==> src/rtl/sar_seq_core_if.sv <==
`default_nettype none
// ============================================================================
// Module   : sar_seq_core_if
// Brief    : Result valid/ready bus of the SAR sequencer ({channel, code}).
// Revision : 1.0 - initial release
// ============================================================================
interface sar_seq_core_if #(
    parameter int DATA_W = 10
);
    logic [DATA_W-1:0] res_data;
    logic              res_valid;
    logic              res_ready;

    modport master (output res_data, output res_valid, input res_ready);
    modport slave  (input res_data, input res_valid, output res_ready);
endinterface
`default_nettype wire

==> src/rtl/sar_seq_core.sv <==
`default_nettype none
// ============================================================================
// Module   : sar_seq_core
// Brief    : Multi-channel SAR conversion sequencer with result store.
//            Define SAR_RESULT_FIFO_EN for a 4-entry result FIFO instead of
//            a single result register.
// Revision : 1.0 - initial release
// ============================================================================
module sar_seq_core #(
    parameter int RES_BITS = 8,
    parameter int NUM_CH   = 4,
    parameter int SAMP_W   = 6,
    localparam int CH_W    = (NUM_CH > 1) ? $clog2(NUM_CH) : 1
) (
    input  logic                clk,
    input  logic                reset,
    input  logic                start,
    input  logic [NUM_CH-1:0]   cfg_ch_mask,
    input  logic [SAMP_W-1:0]   cfg_samp_cyc,
    input  logic                cfg_cont,
    input  logic                comp_out,
    output logic                seq_init,
    output logic                seq_samp,
    output logic                seq_cmp,
    output logic                seq_logic,
    output logic [RES_BITS-1:0] dac_code,
    output logic [CH_W-1:0]     ch_sel,
    output logic                busy,
    sar_seq_core_if.master      res_if
);

    localparam int c_RES_W = CH_W + RES_BITS;
    localparam int c_BIT_W = $clog2(RES_BITS);
    localparam logic [RES_BITS-1:0] c_DAC_MSB = RES_BITS'(1) << (RES_BITS - 1);

    typedef enum logic [2:0] {
        S_IDLE   = 3'd0,
        S_INIT   = 3'd1,
        S_SAMPLE = 3'd2,
        S_CMP    = 3'd3,
        S_LOGIC  = 3'd4,
        S_PUSH   = 3'd5,
        S_WAIT   = 3'd6
    } state_t;

    state_t              r_state, w_state_nxt;
    logic [RES_BITS-1:0] r_dac;
    logic [CH_W-1:0]     r_ch;
    logic [NUM_CH-1:0]   r_mask;
    logic                r_cont;
    logic [SAMP_W-1:0]   r_samp_cnt;
    logic [c_BIT_W-1:0]  r_bit;
    logic                r_comp;

    logic                w_start_ok;
    logic [SAMP_W-1:0]   w_samp_len;
    logic                w_samp_done;
    logic                w_full;
    logic                w_push;
    logic                w_has_next;
    logic [CH_W-1:0]     w_next_ch;
    logic                w_wrap;

    function automatic logic [CH_W-1:0] f_lowest(input logic [NUM_CH-1:0] mask);
        logic [CH_W-1:0] ch;
        ch = '0;
        for (int j = NUM_CH - 1; j >= 0; j--) begin
            if (mask[j]) ch = CH_W'(j);
        end
        return ch;
    endfunction

    assign w_start_ok  = start && (cfg_ch_mask != '0);
    assign w_samp_len  = (cfg_samp_cyc == '0) ? SAMP_W'(1) : cfg_samp_cyc;
    assign w_samp_done = (r_samp_cnt == (w_samp_len - SAMP_W'(1)));
    // A scan only wraps if continuous mode is still requested at the wrap point.
    assign w_wrap      = r_cont && cfg_cont;

    always_comb begin
        w_has_next = 1'b0;
        w_next_ch  = '0;
        for (int j = NUM_CH - 1; j >= 0; j--) begin
            if (r_mask[j] && (j > int'(r_ch))) begin
                w_has_next = 1'b1;
                w_next_ch  = CH_W'(j);
            end
        end
    end

    always_ff @(posedge clk) begin
        if (reset) r_state <= S_IDLE;
        else       r_state <= w_state_nxt;
    end

    always_comb begin
        w_state_nxt = r_state;
        w_push      = 1'b0;
        seq_init    = 1'b0;
        seq_samp    = 1'b0;
        seq_cmp     = 1'b0;
        seq_logic   = 1'b0;
        case (r_state)
            S_IDLE:   if (w_start_ok) w_state_nxt = S_INIT;
            S_INIT: begin
                seq_init    = 1'b1;
                w_state_nxt = S_SAMPLE;
            end
            S_SAMPLE: begin
                seq_samp = 1'b1;
                if (w_samp_done) w_state_nxt = S_CMP;
            end
            S_CMP: begin
                seq_cmp     = 1'b1;
                w_state_nxt = S_LOGIC;
            end
            S_LOGIC: begin
                seq_logic   = 1'b1;
                w_state_nxt = (r_bit == '0) ? S_PUSH : S_CMP;
            end
            S_PUSH, S_WAIT: begin
                if (!w_full) begin
                    w_push      = 1'b1;
                    w_state_nxt = (w_has_next || w_wrap) ? S_SAMPLE : S_IDLE;
                end else begin
                    w_state_nxt = S_WAIT;
                end
            end
            default:  w_state_nxt = S_IDLE;
        endcase
    end

    always_ff @(posedge clk) begin
        if (reset) begin
            r_dac      <= '0;
            r_ch       <= '0;
            r_mask     <= '0;
            r_cont     <= 1'b0;
            r_samp_cnt <= '0;
            r_bit      <= '0;
            r_comp     <= 1'b0;
        end else begin
            r_comp <= comp_out;
            case (r_state)
                S_IDLE: begin
                    if (w_start_ok) begin
                        r_mask <= cfg_ch_mask;
                        r_cont <= cfg_cont;
                        r_ch   <= f_lowest(cfg_ch_mask);
                        r_dac  <= '0;
                    end
                end
                S_INIT:   r_samp_cnt <= '0;
                S_SAMPLE: begin
                    r_samp_cnt <= r_samp_cnt + SAMP_W'(1);
                    if (w_samp_done) begin
                        r_dac <= c_DAC_MSB;
                        r_bit <= c_BIT_W'(RES_BITS - 1);
                    end
                end
                S_LOGIC: begin
                    r_dac[r_bit] <= r_comp;
                    if (r_bit != '0) begin
                        r_dac[r_bit - c_BIT_W'(1)] <= 1'b1;
                        r_bit <= r_bit - c_BIT_W'(1);
                    end
                end
                S_PUSH, S_WAIT: begin
                    if (w_push) begin
                        r_samp_cnt <= '0;
                        r_dac      <= '0;
                        if (w_has_next) begin
                            r_ch <= w_next_ch;
                        end else if (w_wrap) begin
                            r_ch   <= f_lowest(r_mask);
                            r_cont <= cfg_cont;
                        end
                    end
                end
                default: ;
            endcase
        end
    end

`ifdef SAR_RESULT_FIFO_EN
    localparam int c_FIFO_DEPTH = 4;

    logic [c_RES_W-1:0] r_fifo [c_FIFO_DEPTH];
    logic [1:0]         r_wptr;
    logic [1:0]         r_rptr;
    logic [2:0]         r_count;
    logic               w_pop;

    assign w_pop  = (r_count != 3'd0) && res_if.res_ready;
    // A pop in the same cycle frees the slot, so a full FIFO still accepts.
    assign w_full = (r_count == 3'(c_FIFO_DEPTH)) && !res_if.res_ready;

    always_ff @(posedge clk) begin
        if (w_push) r_fifo[r_wptr] <= {r_ch, r_dac};
    end

    always_ff @(posedge clk) begin
        if (reset) begin
            r_wptr  <= '0;
            r_rptr  <= '0;
            r_count <= '0;
        end else begin
            if (w_push) r_wptr <= r_wptr + 2'd1;
            if (w_pop)  r_rptr <= r_rptr + 2'd1;
            case ({w_push, w_pop})
                2'b10:   r_count <= r_count + 3'd1;
                2'b01:   r_count <= r_count - 3'd1;
                default: ;
            endcase
        end
    end

    assign res_if.res_valid = (r_count != 3'd0);
    assign res_if.res_data  = r_fifo[r_rptr];
`else
    logic [c_RES_W-1:0] r_res_data;
    logic               r_res_valid;

    assign w_full = r_res_valid && !res_if.res_ready;

    always_ff @(posedge clk) begin
        if (reset) begin
            r_res_data  <= '0;
            r_res_valid <= 1'b0;
        end else if (w_push) begin
            r_res_data  <= {r_ch, r_dac};
            r_res_valid <= 1'b1;
        end else if (r_res_valid && res_if.res_ready) begin
            r_res_valid <= 1'b0;
        end
    end

    assign res_if.res_valid = r_res_valid;
    assign res_if.res_data  = r_res_data;
`endif

    assign dac_code = r_dac;
    assign ch_sel   = r_ch;
    assign busy     = (r_state != S_IDLE);

endmodule
`default_nettype wire
==> src/flat_wrapper.sv <==
// flat-port wrapper written by rule: the top's interface ports become plain ports
module sar_seq_core_flat 
#(
    parameter int RES_BITS = 8,
    parameter int NUM_CH   = 4,
    parameter int SAMP_W   = 6,
    localparam int CH_W    = (NUM_CH > 1) ? $clog2(NUM_CH) : 1
)
  (clk, reset, start, cfg_ch_mask, cfg_samp_cyc, cfg_cont, comp_out, seq_init, seq_samp, seq_cmp, seq_logic, dac_code, ch_sel, busy, res_if_res_data, res_if_res_valid, res_if_res_ready);
  sar_seq_core_if res_if_i ();
  input  logic clk;
  input  logic reset;
  input  logic start;
  input  logic [NUM_CH-1:0] cfg_ch_mask;
  input  logic [SAMP_W-1:0] cfg_samp_cyc;
  input  logic cfg_cont;
  input  logic comp_out;
  output logic seq_init;
  output logic seq_samp;
  output logic seq_cmp;
  output logic seq_logic;
  output logic [RES_BITS-1:0] dac_code;
  output logic [CH_W-1:0] ch_sel;
  output logic busy;
  output wire logic [$bits(res_if_i.res_data)-1:0] res_if_res_data;
  output wire logic [$bits(res_if_i.res_valid)-1:0] res_if_res_valid;
  input wire logic [$bits(res_if_i.res_ready)-1:0] res_if_res_ready;
  assign res_if_res_data = res_if_i.res_data;
  assign res_if_res_valid = res_if_i.res_valid;
  assign res_if_i.res_ready = res_if_res_ready;
  sar_seq_core #(.RES_BITS(RES_BITS), .NUM_CH(NUM_CH), .SAMP_W(SAMP_W)) u_core (.clk(clk), .reset(reset), .start(start), .cfg_ch_mask(cfg_ch_mask), .cfg_samp_cyc(cfg_samp_cyc), .cfg_cont(cfg_cont), .comp_out(comp_out), .seq_init(seq_init), .seq_samp(seq_samp), .seq_cmp(seq_cmp), .seq_logic(seq_logic), .dac_code(dac_code), .ch_sel(ch_sel), .busy(busy), .res_if(res_if_i));
endmodule
==> config.mk <==
export PLATFORM = sky130hd
export DESIGN_NAME = sar_seq_core_flat
export DESIGN_NICKNAME = d
export VERILOG_FILES = /design/src/rtl/sar_seq_core_if.sv /design/src/rtl/sar_seq_core.sv /design/src/flat_wrapper.sv
export SDC_FILE = /design/constraint.sdc
export NUM_CORES = 1
export LEC_CHECK = 0
export ABC_AREA = 1
export CORE_ASPECT_RATIO = 1.4
export CORE_MARGIN = 1
export CORE_UTILIZATION = 30
export CTS_CLUSTER_DIAMETER = 150
export DETAILED_ROUTE_END_ITERATION = 10
export GPL_ROUTABILITY_DRIVEN = 0
export GPL_TIMING_DRIVEN = 0
export MAX_ROUTING_LAYER = met4
export SYNTH_ARGS = -nofsm -noshare
export SYNTH_HDL_FRONTEND = slang
export SYNTH_SLANG_ARGS = --single-unit
==> constraint.sdc <==
create_clock -name clk -period 3.6 [get_ports clk]
set_input_delay 0.72 -clock clk [delete_from_list [all_inputs] [get_ports clk]]
set_output_delay 0.72 -clock clk [all_outputs]
set_load 0.005 [all_outputs]
==> flow_summary_export.csv <==
group,metric,value,unit
placement,dp_hpwl,4.425,mm
clock_network,cts_setup_buffers,0,
clock_network,cts.sinks,39,
power_and_ir_drop,leakagePower,1.264,nW
run_status,status,"finished clean",
power_and_ir_drop,pwr-share-comb,49.2,%
clock_network,cts_tree,"yes",
synthesis,synthesis.nets,375,
detailed_routing,wl_per_cell,11.48,µm
power_and_ir_drop,powerDensity,704.4,nW/µm²
synthesis,synthDistinctLibCells,33,
placement,dp.cells,490,
detailed_routing,vias,2331,
synthesis,synth-async-reset-ratio,0,%
global_routing,grt_pass1_wl,9.508,mm
detailed_routing,drtIter0Drc,85,
clock_network,cts_buffers,5,
floorplanning,die_x,75.33,µm
final_layout,fin_util,39.96,%
clock_network,cts_hold_buffers,0,
power_and_ir_drop,p_switching,838.4,µW
floorplanning,core_area,7315,µm²
detailed_routing,wirelength,5.719,mm
detailed_routing,dr.pass1.iters,4,
clock_network,cts.clk_slew.worst_paths,0.08,ns
detailed_routing,drc,0,
global_routing,grt_pass1_vias,2214,
clock_network,cts_max_level,2,
synthesis,ys_ff_latch,39,
global_routing,met2_usage,28.13,%
hold_path,min_from,"u_core.r_cont",
synthesis,synth_top_area_share,34.57,%
synthesis,synthTopCellsByCount,"nand2_1 (80), inv_1 (52), nor2_1 (51)",
global_routing,antenna_found_initial,0,
detailed_routing,antenna_left,0,
sta,setup_tns,0,ns
clock_network,insertion_delay,0.30,ns
final_layout,drive_gt1_share,4.738,%
floorplanning,die_h,104.7,µm
synthesis,seq_area_frac_synth,34.57,%
final_layout,final_nets,423,
global_routing,grt_util_all_layers,15.93,%
sta,hold_violations,0,
clock_network,cts_resized,0,
synthesis,netlist_top_cells_area,"dfxtp_1 (35%), nand2_1 (13%), inv_1 (8.6%)",
power_and_ir_drop,pwr-share-clk,21.5,%
synthesis,synth_edf_count,0,
placement,port_buffers,41,
power_and_ir_drop,swShare,40.72,%
power_and_ir_drop,peakVddDrop,0.2572,mV
sta,setup_viol,0,
global_routing,overflow,0,
power_and_ir_drop,pwr-share-seq,29.3,%
sta,rsz0062_at_grt,"false",
global_routing,grt_max_degree,13,
clock_network,cts_buffer_depth,2,
clock_network,cts-root-buf,"clkbuf_8",
flow_run,drv_cap,0,
sta,period_needed,2.740,ns
worst_setup_path,cp_max_fo,8,
detailed_routing,avgViaCountPerCell,4.681,
sta,period_share,76.12,%
worst_setup_path,critPathRequiredTime,2.88,ns
worst_setup_path,critPathCaptureType,"primary output",
sta,tightest_slew,0.4995,ns
synthesis,yosys.area.top_type,"dfxtp_1",
floorplanning,start_util,30.88,%
final_layout,final_area,2923,µm²
global_routing,grtUsageMet3,2.411,%
worst_setup_path,crit_path_start,"u_core.r_state[0]",
sta,slew_headroom,66.48,%
placement,place_area,2790,µm²
hold_path,hp-class,"reg2reg",
synthesis,syn_avg_cell_area,6.416,µm²
final_layout,num_antenna_cells,0,
synthesis,synthFlopType,"dfxtp_1",
synthesis,synth_area,2258,µm²
floorplanning,ioPinCount,42,
sta,max_freq,364.9,MHz
floorplanning,die-area,7884,µm²
worst_setup_path,worstSetupPathType,"reg2out",
global_routing,grt_use_met1,16.85,%
global_routing,top_usage_layer,"met2",
power_and_ir_drop,intPower,1.221,mW
final_layout,fin_cells,498,
floorplanning,rows,37,
sta,fin_skew,0.005235,ns
final_layout,area_growth,29.42,%
synthesis,synth_most_common_cell,"nand2_1",
sta,worst_hold_slack,0.4660,ns
worst_setup_path,regToRegStartpoint,"u_core.r_bit[0]",
worst_setup_path,rrSetupSlack,1.43,ns
worst_setup_path,start_kind,"register",
sta,final_max_slew_viol_count,0,
synthesis,yosysWarnings,0,
synthesis,synth_cells,352,
worst_setup_path,arrival,2.02,ns
## power groups by stage
stage / Combinational [mW] / Clock, mW / Sequential (mW)
after floorplan: 0.687 / 0 / 0.600
after global placement: 0.993 / 0 / 0.611
after detailed placement: 1.01 / 0 / 0.613
after CTS: 1.02 / 0.453 / 0.603
after global routing: 1.16 / 0.467 / 0.615
final: 1.01 / 0.443 / 0.603
## stage by stage
step / total power [mW] / setup WS, ns
after floorplan: 1.287 / 1.760
after global placement: 1.604 / 1.034
after detailed placement: 1.621 / 1.002
after CTS: 2.072 / 0.8740
after global routing: 2.243 / 0.7489
final: 2.059 / 0.8598
## worst max-delay path, stage by stage, from the launching register on
cell and delay, ns:
dfxtp_1 0.34, inv_1 0.10, ha_1 0.23, nand2_1 0.22, inv_1 0.26, clkdlybuf4s50_1 0.57
## layout make-up
cell class	count	area (µm²)
fillers	814	4392
multi-input cells	252	1240
flip-flops and latches	39	780.7
repair buffers	41	410.4
inverters	55	206.4
well taps	97	121.4
clock buffers	6	72.57
clock inverters	2	60.06
plain buffers	6	31.28
## final timing paths
| kind | to | cells after the start |
|---|---|---|
| setup / recovery | seq_logic | 5 |
| hold / removal | u_core.r_cont | 2 |
| setup reg to reg | u_core.dac_code[0] | 10 |
| hold reg to reg | u_core.r_cont | 2 |
## state kept, by name, indices dropped and copies added, names as in the netlist
register / cells
u_core.ch_sel: 2
u_core.dac_code: 8
u_core.r_bit: 3
u_core.r_comp: 1
u_core.r_cont: 1
u_core.r_mask: 4
u_core.r_samp_cnt: 6
u_core.r_state: 3
u_core.res_if.res_data: 10
u_core.res_if.res_valid: 1
## kinds of logic after synthesis
family | Yosys count | synth area share [%]
flip-flops | 39 | 34.57
AO/OA/AOI/OAI | 75 | 18.17
XOR/XNOR | 3 | 1.164
AND/OR/NAND/NOR | 167 | 31.69
adder cells (fa/ha/maj) | 7 | 3.878
buffers and inverters | 61 | 10.53
## routing by layer
metal	wire length [µm]	share of wire [%]	vias to the layer above
li1	-	-	1221
met4	110	1.9	0
met3	132	2.3	10
met5	0	0	-
met2	3000	52	32
met1	2475	43	1068
## placed cells by master (no fill, tap or decap), types with 2 or more instances in the layout
master           count
ha_1                 7
nand3_1             20
nor2_1              51
dfxtp_1             39
nor3_1               6
nand2_1             80
xnor2_1              2
a221oi_1             2
clkbuf_8             5
o21ai_0             30
clkbuf_1             5
clkdlybuf4s50_1     41
a21oi_1             32
o21ai_1              2
bufinv_16            2
nand4_1              3
inv_1               52
a211oi_1             2
inv_2                2
nor2_4               2
Power figures use the tool's default switching activity.
